`src/rtl/digit_sampler.sv`:
```
// Downsamples a 224x224 framebuffer window to 28x28 by averaging 8x8 blocks.
// Define DIGIT_SAMPLER_INVERT_EN to emit 255 minus the average (white-on-black digits).
module digit_sampler #(
  parameter int IMG_W      = 320,
  parameter int IMG_H      = 240,
  parameter int X0         = 48,
  parameter int Y0         = 8,
  parameter int RD_LATENCY = 2
) (
  input  logic        Clk,
  input  logic        Reset,
  input  logic        start,
  output logic        busy,
  output logic        done,
  output logic [16:0] rdaddress,
  input  logic [7:0]  q,
  output logic [7:0]  pix_data,
  output logic [9:0]  pix_index,
  output logic        pix_valid,
  input  logic        pix_ready
);

  localparam int YW = $clog2(IMG_H);
  localparam int XW = $clog2(IMG_W);

  typedef enum logic [2:0] {IDLE, READ, DRAIN, OUT, DONE} state_t;

  state_t                state;
  logic [4:0]            row;
  logic [4:0]            col;
  logic [5:0]            tap;
  logic [13:0]           acc;
  logic [RD_LATENCY-1:0] pend;
  logic [13:0]           rounded;
  logic [7:0]            pix_byte;
  logic [4:0]            next_row;
  logic [4:0]            next_col;
  logic                  last_block;

  // Tap k walks dx fastest (k[2:0]) then dy (k[5:3]) inside block (r,c).
  function automatic logic [16:0] tap_addr(input logic [4:0] r, input logic [4:0] c,
                                           input logic [5:0] k);
    logic [YW-1:0] y;
    logic [XW-1:0] x;
    y = YW'(Y0 + 8 * int'(r) + int'(k[5:3]));
    x = XW'(X0 + 8 * int'(c) + int'(k[2:0]));
    return 17'(int'(y) * IMG_W + int'(x));
  endfunction

  // A 64-sample sum never exceeds 16320, so the rounding add fits in 14 bits.
  assign rounded = acc + 14'd32;
`ifdef DIGIT_SAMPLER_INVERT_EN
  assign pix_byte = 8'd255 - rounded[13:6];
`else
  assign pix_byte = rounded[13:6];
`endif

  assign last_block = (row == 5'd27) && (col == 5'd27);
  assign next_col   = (col == 5'd27) ? 5'd0 : col + 5'd1;
  assign next_row   = (col == 5'd27) ? row + 5'd1 : row;

  // pend tracks which read slots are still in flight so each q is summed exactly once;
  // DRAIN leaves only after the last in-flight sample has landed in acc.
  always_ff @(posedge Clk or posedge Reset) begin
    if (Reset) begin
      state     <= IDLE;
      busy      <= 1'b0;
      done      <= 1'b0;
      rdaddress <= '0;
      pix_data  <= '0;
      pix_index <= '0;
      pix_valid <= 1'b0;
      row       <= '0;
      col       <= '0;
      tap       <= '0;
      acc       <= '0;
      pend      <= '0;
    end else begin
      pend[0] <= (state == READ);
      for (int i = 1; i < RD_LATENCY; i++) pend[i] <= pend[i-1];
      if (pend[RD_LATENCY-1]) acc <= acc + 14'(q);
      done <= 1'b0;

      case (state)
        IDLE: begin
          if (start) begin
            state     <= READ;
            busy      <= 1'b1;
            acc       <= '0;
            row       <= '0;
            col       <= '0;
            tap       <= '0;
            rdaddress <= tap_addr(5'd0, 5'd0, 6'd0);
          end
        end
        READ: begin
          if (tap == 6'd63) begin
            state <= DRAIN;
          end else begin
            tap       <= tap + 6'd1;
            rdaddress <= tap_addr(row, col, tap + 6'd1);
          end
        end
        DRAIN: begin
          if (pend == '0) begin
            state     <= OUT;
            pix_valid <= 1'b1;
            pix_data  <= pix_byte;
            pix_index <= 10'(row) * 10'd28 + 10'(col);
          end
        end
        OUT: begin
          if (pix_ready) begin
            pix_valid <= 1'b0;
            acc       <= '0;
            if (last_block) begin
              state     <= DONE;
              done      <= 1'b1;
              rdaddress <= '0;
            end else begin
              state     <= READ;
              row       <= next_row;
              col       <= next_col;
              tap       <= '0;
              rdaddress <= tap_addr(next_row, next_col, 6'd0);
            end
          end
        end
        DONE: begin
          state <= IDLE;
          busy  <= 1'b0;
        end
        default: state <= IDLE;
      endcase
    end
  end

endmodule

```
`config.mk`:
```
export PLATFORM = sky130hd
export DESIGN_NAME = digit_sampler
export DESIGN_NICKNAME = d
export VERILOG_FILES = /design/src/rtl/digit_sampler.sv
export SDC_FILE = /design/constraint.sdc
export NUM_CORES = 1
export LEC_CHECK = 0
export ABC_AREA = 1
export CAP_MARGIN = 20
export CORE_ASPECT_RATIO = 0.6
export CORE_UTILIZATION = 57
export DETAILED_ROUTE_END_ITERATION = 12
export GPL_ROUTABILITY_DRIVEN = 0
export HOLD_SLACK_MARGIN = 0.06
export PLACE_DENSITY = 0.8
export RECOVER_POWER = 50
export SKIP_LAST_GASP = 1
export SYNTH_ARGS = -nofsm -noshare
export SYNTH_HDL_FRONTEND = slang
export SYNTH_SLANG_ARGS = --single-unit
```
`constraint.sdc`:
```
create_clock -name Clk -period 3.3 [get_ports Clk]
set_input_delay 0.825 -clock Clk [delete_from_list [all_inputs] [get_ports Clk]]
set_output_delay 0.825 -clock Clk [all_outputs]
set_load 0.02 [all_outputs]
```
==> flow_summary.ini, run 1 <==
[timing]
clock_skew_ns = 0.00501
setup_ws_ns = 0.109
final.min_clock_period_ns = 3.19
rsz0062_at_grt = yes
whs_ns = 0.444
max_freq_mhz = 313
hold_viol = 0
fin_crit_sh = 0.967
finalSetupViolCount = 0
drv_slew = 0
worstMarginPinSlew_ns = 0.829
slew_headroom = 0.447

[die]
row_count = 26
core_area_sq_um = 8690
pin_count = 50
die-area_sq_um = 9530
die_w_um = 125
die_h_um = 76
start_util = 0.599

[synth]
synth-seq-cells = 73
ys_types = 41
synth_nets = 747
yosys.area.top_type_share = 0.351
synthCells = 678
postSynthAreaPerCell_sq_um = 7.67
synth.area.top_cells = dfrtp_1, nand2_1, ha_1
yosys_warnings = 0
yosys.area.top_type = dfrtp_1
seq_area_frac_synth = 0.351
synth_area_sq_um = 5200

[pwr]
total_power_mw = 4.23
combPwrFrac = 0.444
vdd_drop_max_uv = 414
cellInternalPower_mw = 2.45
p_clk_frac = 0.245
powerDensity_nw_per_um2 = 668
p_seq_frac = 0.311
power_leakage_nw = 3.18
p_switching_mw = 1.78
swShare = 0.421

[drt]
totalWireLength_mm = 13.7
first_iter_violations = 530
vias = 4979
firstDrtPassIters = 11
drc = 5
vias_per_cell = 5.81
ant_nets = 0
wl_per_cell_um = 16.0

[clock_tree]
clk_pin_slew_ns = 0.06
cts_inserted_buffers = 9
cts_buffer_depth = 2
clock_latency_ns = 0.34
cts_tree = yes
cts.sinks = 73
hold_buffers = 0
clock-root-buffer = clkbuf_16
cts_max_level = 3

[grt]
grt_max_degree = 74
grt_usage = 0.302
grt_pass1_vias = 4675
antenna_found_initial = 0
grt_overflow = 0
grt_pass1_wl_mm = 22.7

[place]
placed_area_sq_um = 5840
port_buffers = 49
place_ws_ns = -0.0245
dpl.hpwl_mm = 9.85

[cells_and_area]
area_growth_syn_to_layout_pct = 21.8
final_util = 0.730
layout_commonest_cell = nand2_1
postLayoutCellArea_sq_um = 6340
layout.nets = 810
drive_gt1_frac = 0.111
final_cell_mix = nand2_1, inv_1, dfrtp_1
num_antenna_cells = 0

[outcome]
violations = design-rule violations
status = finished, violations left

[flow_run]
cap_viol_max_count = 0

[worst_hold_path]
hold_class = reg -> reg

[worst_setup_path]
cp.required_ns = 3.53
crit_type = reg -> reg
cp-start-kind = flop
end_kind = flop
arrival_ns = 3.42
worst-path-max-fanout = 4
power by group through the flow:
stage               registers [mW]  logic [mW]  clock network (mW)
floorplan                     1.40        1.15                   0
CTS                           1.31        1.83                1.04
detailed placement            1.32        1.79                   0
finish                        1.32        1.88                1.04
global route                  1.35        2.08                1.08
global placement              1.31        1.74                   0
critical path, stage by stage (launching register included):
cell     delay (ns)
dfrtp_1        0.37
ha_2           0.19
nand2_1        0.10
nor2_1         0.16
nand2_1        0.10
nand2_1        0.11
inv_1          0.11
ha_4           0.24
ha_4           0.17
fa_2           0.60
inv_1          0.07
nor3_2         0.17
and2_4         0.18
inv_1          0.05
nor2_2         0.10
nand2_1        0.08
nand3_1        0.08
o21ai_0        0.09
nand2_1        0.06
nand2_1        0.05
cells in the mapped netlist:
cell and instances:
o21ai_2 1, a32oi_1 1, nor3_2 2, nor2_1 44, xnor2_1 4, o21ai_0 51, inv_1 77, a21oi_1 29
o21bai_1 2, xor2_1 19, a21oi_4 1, o211ai_1 3, inv_2 6, o21ai_1 4, o22ai_1 9, nand2_1 189
nand4_2 1, ha_1 48, or2_2 3, a22oi_1 1, nor2_8 1, a21o_1 1, nor2_2 3, o31ai_1 1
fa_1 9, o21a_1 1, buf_6 2, nor2_4 4, nor3_1 12, nand2_2 2, and2_1 1, buf_2 1
dfrtp_1 73, nand3_1 46, buf_4 1, o22a_2 2, nand4_1 4, inv_4 1, clkbuf_1 7, nand3b_1 3
a31oi_1 8
area by class of cell:
type | instances | area, sq um
inverters | 84 | 318
repair buffers | 63 | 608
clock buffers | 10 | 229
multi-input cells | 510 | 3130
fillers | 657 | 2350
clock inverters | 5 | 81.3
flip-flops and latches | 73 | 1830
well taps | 112 | 140
sequential cells by signal (all words and copies together), names as in the netlist, 3 cells and up:
signal and flops:
row 5, pix_data 8, tap 6, col 5, acc 14, state 3, pix_index 10, rdaddress 17
what timing repair did:
item                       CTS  global route
gates resized for setup      3            28
setup buffers                1             5
setup endpoints to repair    2             4
pin swaps                    0             4
cloned                       0             0
kinds of logic (layout without fill, tap and decap cells):
kind of cell | Yosys count | count (layout) | share of synthesized area
AND/OR/NAND/NOR | 315 | 315 | 0.263
AO/OA/AOI/OAI | 115 | 115 | 0.125
buffers and inverters | 95 | 162 | 0.0729
flip-flops | 73 | 73 | 0.351
adder cells (fa/ha/maj) | 57 | 57 | 0.150
XOR/XNOR | 23 | 23 | 0.0387
path summary, 6_finish.rpt:
path | startpoint | slack [ns] | cells after the start | to
max reg2reg | tap[0]$_DFFE_PP0P_ | 0.11 | 19 | rdaddress[14]$_DFFE_PP0P_
min | pend[0]$_DFF_PP0_ | 0.44 | 0 | pend[1]$_DFF_PP0_
max | tap[0]$_DFFE_PP0P_ | 0.11 | 19 | rdaddress[14]$_DFFE_PP0P_
max in group asynchronous | Reset | 2.08 | 3 | col[1]$_DFFE_PP0P_
min reg2reg | pend[0]$_DFF_PP0_ | 0.44 | 0 | pend[1]$_DFF_PP0_
min in group asynchronous | Reset | 0.89 | 3 | pix_data[7]$_DFFE_PP0P_
per-layer routing:
| metal | global-route usage | wire, um |
|---|---|---|
| met5 | 0 | 0 |
| met4 | 0.0732 | 222 |
| met3 | 0.0604 | 1060 |
| met2 | 0.457 | 5960 |
| met1 | 0.446 | 6500 |
through the flow:
step                      std cells  TNS [ns]
after global routing            857    -0.124
after global placement          836         0
after CTS                       852         0
after detailed placement        836   -0.0245
after floorplan                 678         0
final                           857         0
No activity file was read; power rests on OpenSTA's default activity.
==> inputs of run 2 (changes only) <==
--- a/config.mk
+++ b/config.mk
@@ -5,15 +5,16 @@
 export SDC_FILE = /design/constraint.sdc
 export NUM_CORES = 1
 export LEC_CHECK = 0
-export ABC_AREA = 1
 export CAP_MARGIN = 20
 export CORE_ASPECT_RATIO = 0.6
 export CORE_UTILIZATION = 57
 export DETAILED_ROUTE_END_ITERATION = 12
 export GPL_ROUTABILITY_DRIVEN = 0
 export HOLD_SLACK_MARGIN = 0.06
+export MAX_ROUTING_LAYER = met4
 export PLACE_DENSITY = 0.8
 export RECOVER_POWER = 50
+export SETUP_SLACK_MARGIN = 0.02
 export SKIP_LAST_GASP = 1
 export SYNTH_ARGS = -nofsm -noshare
 export SYNTH_HDL_FRONTEND = slang
==> flow_summary.ini, run 2 <==
[synth]
synth_area_sq_um = 5010
yosys.area.top_type = dfrtp_1
ys_types = 62
postSynthAreaPerCell_sq_um = 9.39
yosys.area.top_type_share = 0.364
synth.area.top_cells = dfrtp_1, ha_1, xnor2_1
synth-seq-cells = 73
synth_nets = 603
synth_ff_type = dfrtp_1
seq_area_frac_synth = 0.364
synth-edff-count = 0
ys_top_cells_by_count = dfrtp_1, nand2_1, o21ai_0, ha_1, xnor2_1
yosys_warnings = 0
synthArstFlopShare = 1.00
synthCells = 534
yosysMostFrequentCell = dfrtp_1

[cells_and_area]
largest_register_ffs = 17
top_regs = rdaddress (17), acc (14), pix_index (10)
final_util = 0.754
num_antenna_cells = 0
layout.nets = 691
layout_commonest_cell = dfrtp_1
final_cell_mix = dfrtp_1, nand2_1, o21ai_0
drive_gt1_frac = 0.161
area_growth_syn_to_layout_pct = 28.2
max_flop_register = rdaddress
fillerInstances = 581
postLayoutCellArea_sq_um = 6430

[worst_setup_path]
crit_top_cell = and3_4
worst-path-max-fanout = 4
crit_start = tap[3]$_DFFE_PP0P_
cp.required_ns = 3.55
path_cells = and3_4 > nand3_4 > xnor2_4 > ha_4 > ha_1 > a211o_1 > and3_4 > or4_4 > nand3b_4 > o31a_1 > o21ai_1
path_buf_inv = 0
slowest_delay_ns = 0.52
slowest_stage = or4_4
worst_r2r_endpoint = rdaddress[16]$_DFFE_PP0P_
r2r_slack_ns = 0.05
r2r_cells = 11
critPathCapture = rdaddress[16]$_DFFE_PP0P_
end_kind = flop
r2r-start = tap[3]$_DFFE_PP0P_
cp-start-kind = flop
crit_family = simple AND/OR/NAND/NOR gates
crit_type = reg -> reg
arrival_ns = 3.50
path_depth = 11

[pwr]
p_switching_mw = 1.25
combPwrFrac = 0.355
p_clk_frac = 0.296
cellInternalPower_mw = 2.22
powerDensity_nw_per_um2 = 539
p_seq_frac = 0.349
swShare = 0.360
vdd_drop_max_uv = 541
power_leakage_nw = 3.01

[drt]
wl_per_cell_um = 17.3
ant_nets = 0
drc = 0
vias = 4422
firstDrtPassIters = 5
vias_per_cell = 5.98
totalWireLength_mm = 12.8
first_iter_violations = 357

[timing]
finalSetupViolCount = 0
tns_ns = 0
slew_headroom = 0.196
hold_viol = 0
drv_slew = 0
fin_crit_sh = 0.985
setup_ws_ns = 0.0511
worstMarginPinSlew_ns = 1.21
whs_ns = 0.375
clock_skew_ns = 0.0124
final.min_clock_period_ns = 3.25
max_freq_mhz = 308

[clock_tree]
clock_latency_ns = 0.35
clock-root-buffer = clkbuf_16
cts.sinks = 73
cts_tree = yes
cts_max_level = 3
hold_buffers = 0
clk_pin_slew_ns = 0.06
cts_inserted_buffers = 9
cts_buffer_depth = 2

[place]
placed_area_sq_um = 5870
place_ws_ns = -0.0680
dpl.hpwl_mm = 8.82
port_buffers = 49

[grt]
grt_overflow = 0
grt_pass1_wl_mm = 20.0
grt_pass1_vias = 4196
grt_max_degree = 54
antenna_found_initial = 0
grt_usage = 0.296

[die]
die-area_sq_um = 9190
die_h_um = 74.7
die_w_um = 123
pin_count = 50
row_count = 26
start_util = 0.588
core_area_sq_um = 8520

[worst_hold_path]
hold_class = reg -> reg

[flow_run]
cap_viol_max_count = 0

[outcome]
status = completed
==> run 2: cell types whose count changed in the layout (fill, tap and decap cells not counted), sizes merged, moves of 6 or more <==
cell / delta
xnor2: +33
mux2i: +7
or3: +6
buf: +32
nor3: -10
nand3: -35
o22ai: -8
a21o: +8
nand2: -132
inv: -62
nor2: -17
==> run 2: power groups by stage <==
stage	Sequential (mW)	Combinational, mW	Clock [mW]
6_report	1.21	1.23	1.03
5_1_grt	1.24	1.37	1.06
4_1_cts	1.20	1.20	1.03
3_5_place_dp	1.21	1.18	0
3_3_place_gp	1.20	1.14	0
2_1_floorplan	1.22	0.764	0
==> run 2: metal layers <==
layer / share of wire / track usage / vias to the layer above
met5: 0 / - / -
met4: 0.014 / 0.0897 / 0
met3: 0.062 / 0.0750 / 24
met2: 0.45 / 0.435 / 178
met1: 0.48 / 0.405 / 2148
li1: - / - / 2072
==> run 2: logic make-up after synthesis <==
kind of cell,after synthesis,share of synthesized area
and+or+nand+nor,152,0.148
AOI/OAI and AO/OA,144,0.179
buffers and inverters,41,0.0319
DFF,73,0.364
xor gates and xnor gates,55,0.0961
muxes,12,0.0252
adders and majority gates,57,0.156
==> run 2: how the worst min path moves through the flow <==
stage	startpoint	to	depth (start not counted)	slack, ns
after floorplan	pend[0]$_DFF_PP0_	pend[1]$_DFF_PP0_	0	0.35
after global placement	pend[0]$_DFF_PP0_	pend[1]$_DFF_PP0_	0	0.36
after detailed placement	pend[0]$_DFF_PP0_	pend[1]$_DFF_PP0_	0	0.36
after CTS	pend[0]$_DFF_PP0_	pend[1]$_DFF_PP0_	0	0.37
after global routing	pend[0]$_DFF_PP0_	pend[1]$_DFF_PP0_	0	0.39
final	pend[0]$_DFF_PP0_	pend[1]$_DFF_PP0_	0	0.37
==> run 2: final cells by class <==
type	count	area (sq um)	share of cell area
Timing Repair Buffer	96	852	0.133
Tap cell	112	140	0.0218
Clock inverter	4	51.3	0.00798
Clock buffer	12	256	0.0399
Multi-Input combinational cell	420	3220	0.501
Sequential cell	73	1830	0.284
Inverter	22	82.6	0.0128
==> run 2: through the flow <==
stage	std cells	total power, mW
global placement	711	2.34
finish	739	3.47
detailed placement	712	2.38
CTS	735	3.43
floorplan	534	1.98
global route	739	3.66
==> run 2: repair_timing <==
item                                    CTS  global route
resized for setup                         9            22
buffers inserted                          7             5
pin swaps                                 5            17
endpoints found under the setup margin    3             4
cloned                                    0             0
==> inputs of run 3 (changes only) <==
==> constraint.sdc (replaced) <==
create_clock -name Clk -period 4.2 [get_ports Clk]
set_input_delay 1.05 -clock Clk [delete_from_list [all_inputs] [get_ports Clk]]
set_output_delay 1.05 -clock Clk [all_outputs]
set_load 0.02 [all_outputs]
==> flow_summary.ini, run 3 (synthesis results as in run 2) <==
[drt]
wl_per_cell_um = 17.3
vias = 4216
vias_per_cell = 6.02
first_iter_violations = 267
drc = 0
ant_nets = 0
firstDrtPassIters = 5
totalWireLength_mm = 12.1

[timing]
fin_crit_sh = 0.914
finalSetupViolCount = 0
clock_skew_ns = 0.00788
final.min_clock_period_ns = 3.84
whs_ns = 0.392
hold_viol = 0
tns_ns = 0
slew_headroom = 0.118
rsz0062_at_grt = no
worstMarginPinSlew_ns = 1.32
max_freq_mhz = 261
drv_slew = 0

[clock_tree]
cts.sinks = 73
clock-root-buffer = clkbuf_16
cts_max_level = 3
hold_buffers = 0
clock_latency_ns = 0.34
cts_buffer_depth = 2
cts_inserted_buffers = 9
clk_pin_slew_ns = 0.06
cts_tree = yes

[worst_setup_path]
arrival_ns = 4.02
slowest_delay_ns = 0.45
crit_top_cell = ha_1
cp-start-kind = flop
worst-path-max-fanout = 12
end_kind = flop
r2r_cells = 15
r2r-start = col[0]$_DFFE_PP0P_
worst_r2r_endpoint = rdaddress[15]$_DFFE_PP0P_
crit_type = reg -> reg
slowest_stage = dfrtp_1
path_cells = ha_1 > and4b_2 > xnor2_1 > inv_1 > ha_1 > o2111ai_1 > o221ai_1 > xnor2_1 > ha_1 > ha_1 > a21o_1 > a21oi_1 > nor2_1 > mux2i_1 > o211ai_1
r2r_slack_ns = 0.36
cp.required_ns = 4.38

[die]
core_area_sq_um = 8520
pin_count = 50
die_h_um = 74.7
start_util = 0.588
die_w_um = 123
die-area_sq_um = 9190
row_count = 26

[grt]
use_met1 = 0.403
busiest_layer = met2
grt_pass1_wl_mm = 20.1
grt_max_degree = 35
grt_overflow = 0
grt_util_met2 = 0.458
antenna_found_initial = 0
grt_pass1_vias = 4120
met3_usage = 0.0591
grt_usage = 0.297

[place]
port_buffers = 49
dpl.hpwl_mm = 8.92

[worst_hold_path]
min_to = pend[1]$_DFF_PP0_
hold_depth = 0
min_from = pend[0]$_DFF_PP0_
hold_class = reg -> reg

[cells_and_area]
area_growth_syn_to_layout_pct = 18.2
max_flop_register = rdaddress
top_regs = rdaddress (17), acc (14), pix_index (10)
layout.nets = 652
final_cell_mix = dfrtp_1, nand2_1, o21ai_0
largest_register_ffs = 17
num_antenna_cells = 0
fillerInstances = 660
layout_commonest_cell = dfrtp_1
drive_gt1_frac = 0.0561

[pwr]
powerDensity_nw_per_um2 = 450
total_power_mw = 2.67
vdd_drop_max_uv = 419
power_leakage_nw = 2.76

[flow_run]
cap_viol_max_count = 0

[outcome]
status = completed
[run 3: cell types whose count changed in the layout (fill, tap and decap cells not counted), moves of 2 or more]
| cell | delta |
|---|---|
| xnor2_2 | -5 |
| nand3_4 | -2 |
| ha_4 | -4 |
| fa_1 | +2 |
| o221ai_2 | -2 |
| ha_1 | +6 |
| clkbuf_1 | +3 |
| nand3_1 | +3 |
| buf_4 | -42 |
| o221ai_1 | +2 |
| xnor2_1 | +6 |
| fa_2 | -2 |
| ha_2 | -2 |
[run 3: critical path, delay by kind of cell, from the launching register on]
kind | cells | cell delay [ns]
AO/OA/AOI/OAI | 5 | 0.77
XOR/XNOR | 2 | 0.56
adder cells (fa/ha/maj) | 4 | 1.18
buffers and inverters | 1 | 0.08
flip-flops | 1 | 0.45
multiplexers | 1 | 0.16
AND/OR/NAND/NOR | 2 | 0.48
[run 3: cell type report]
type | count | area, sq um | area share
repair buffers | 57 | 533 | 0.0899
clock inverters | 5 | 78.8 | 0.0133
inverters | 22 | 82.6 | 0.0139
clock buffers | 11 | 243 | 0.0409
well taps | 112 | 140 | 0.0236
flip-flops and latches | 73 | 1830 | 0.308
multi-input cells | 420 | 3030 | 0.510
[run 3: how the worst max path moves through the flow]
stage / end / slack [ns] / from / cells after the start
2_1_floorplan: rdaddress[15]$_DFFE_PP0P_ / 0.83 / col[0]$_DFFE_PP0P_ / 16
6_report: rdaddress[15]$_DFFE_PP0P_ / 0.36 / col[0]$_DFFE_PP0P_ / 15
4_1_cts: rdaddress[16]$_DFFE_PP0P_ / 0.32 / col[0]$_DFFE_PP0P_ / 14
3_5_place_dp: rdaddress[16]$_DFFE_PP0P_ / 0.33 / col[0]$_DFFE_PP0P_ / 14
3_3_place_gp: acc[12]$_DFF_PP0_ / 0.56 / q[0] / 9
5_1_grt: rdaddress[15]$_DFFE_PP0P_ / 0.14 / col[0]$_DFFE_PP0P_ / 15
[run 3: power breakdown]
| group | total [mW] | switching (mW) | internal [mW] |
|---|---|---|---|
| Sequential | 0.956 | 0.133 | 0.822 |
| Clock | 0.835 | 0.300 | 0.535 |
| Combinational | 0.874 | 0.506 | 0.368 |
| Total | 2.67 | 0.939 | 1.73 |
[run 3: stage by stage]
step                instances  setup WS [ns]  instance area [sq um]  utilization
floorplan                 534          0.827                   5010            -
global placement          683          0.560                   5620        0.659
detailed placement        684          0.327                   5630        0.660
CTS                       700          0.316                   5950        0.698
global route              700          0.137                   5930        0.696
finish                    700          0.362                   5930        0.696
[run 3: layer usage]
| metal | routed length [um] | vias up |
|---|---|---|
| met3 | 661 | 21 |
| met5 | 0 | - |
| li1 | - | 1999 |
| met1 | 5810 | 2054 |
| met4 | 131 | 0 |
| met2 | 5470 | 142 |
[run 3: repair_timing]
action | 4_1_cts | 5_1_grt
buffers inserted | 0 | 0
hold endpoints to repair | 0 | 0
gates resized for setup | 0 | 1
endpoints found under the setup margin | 0 | 1
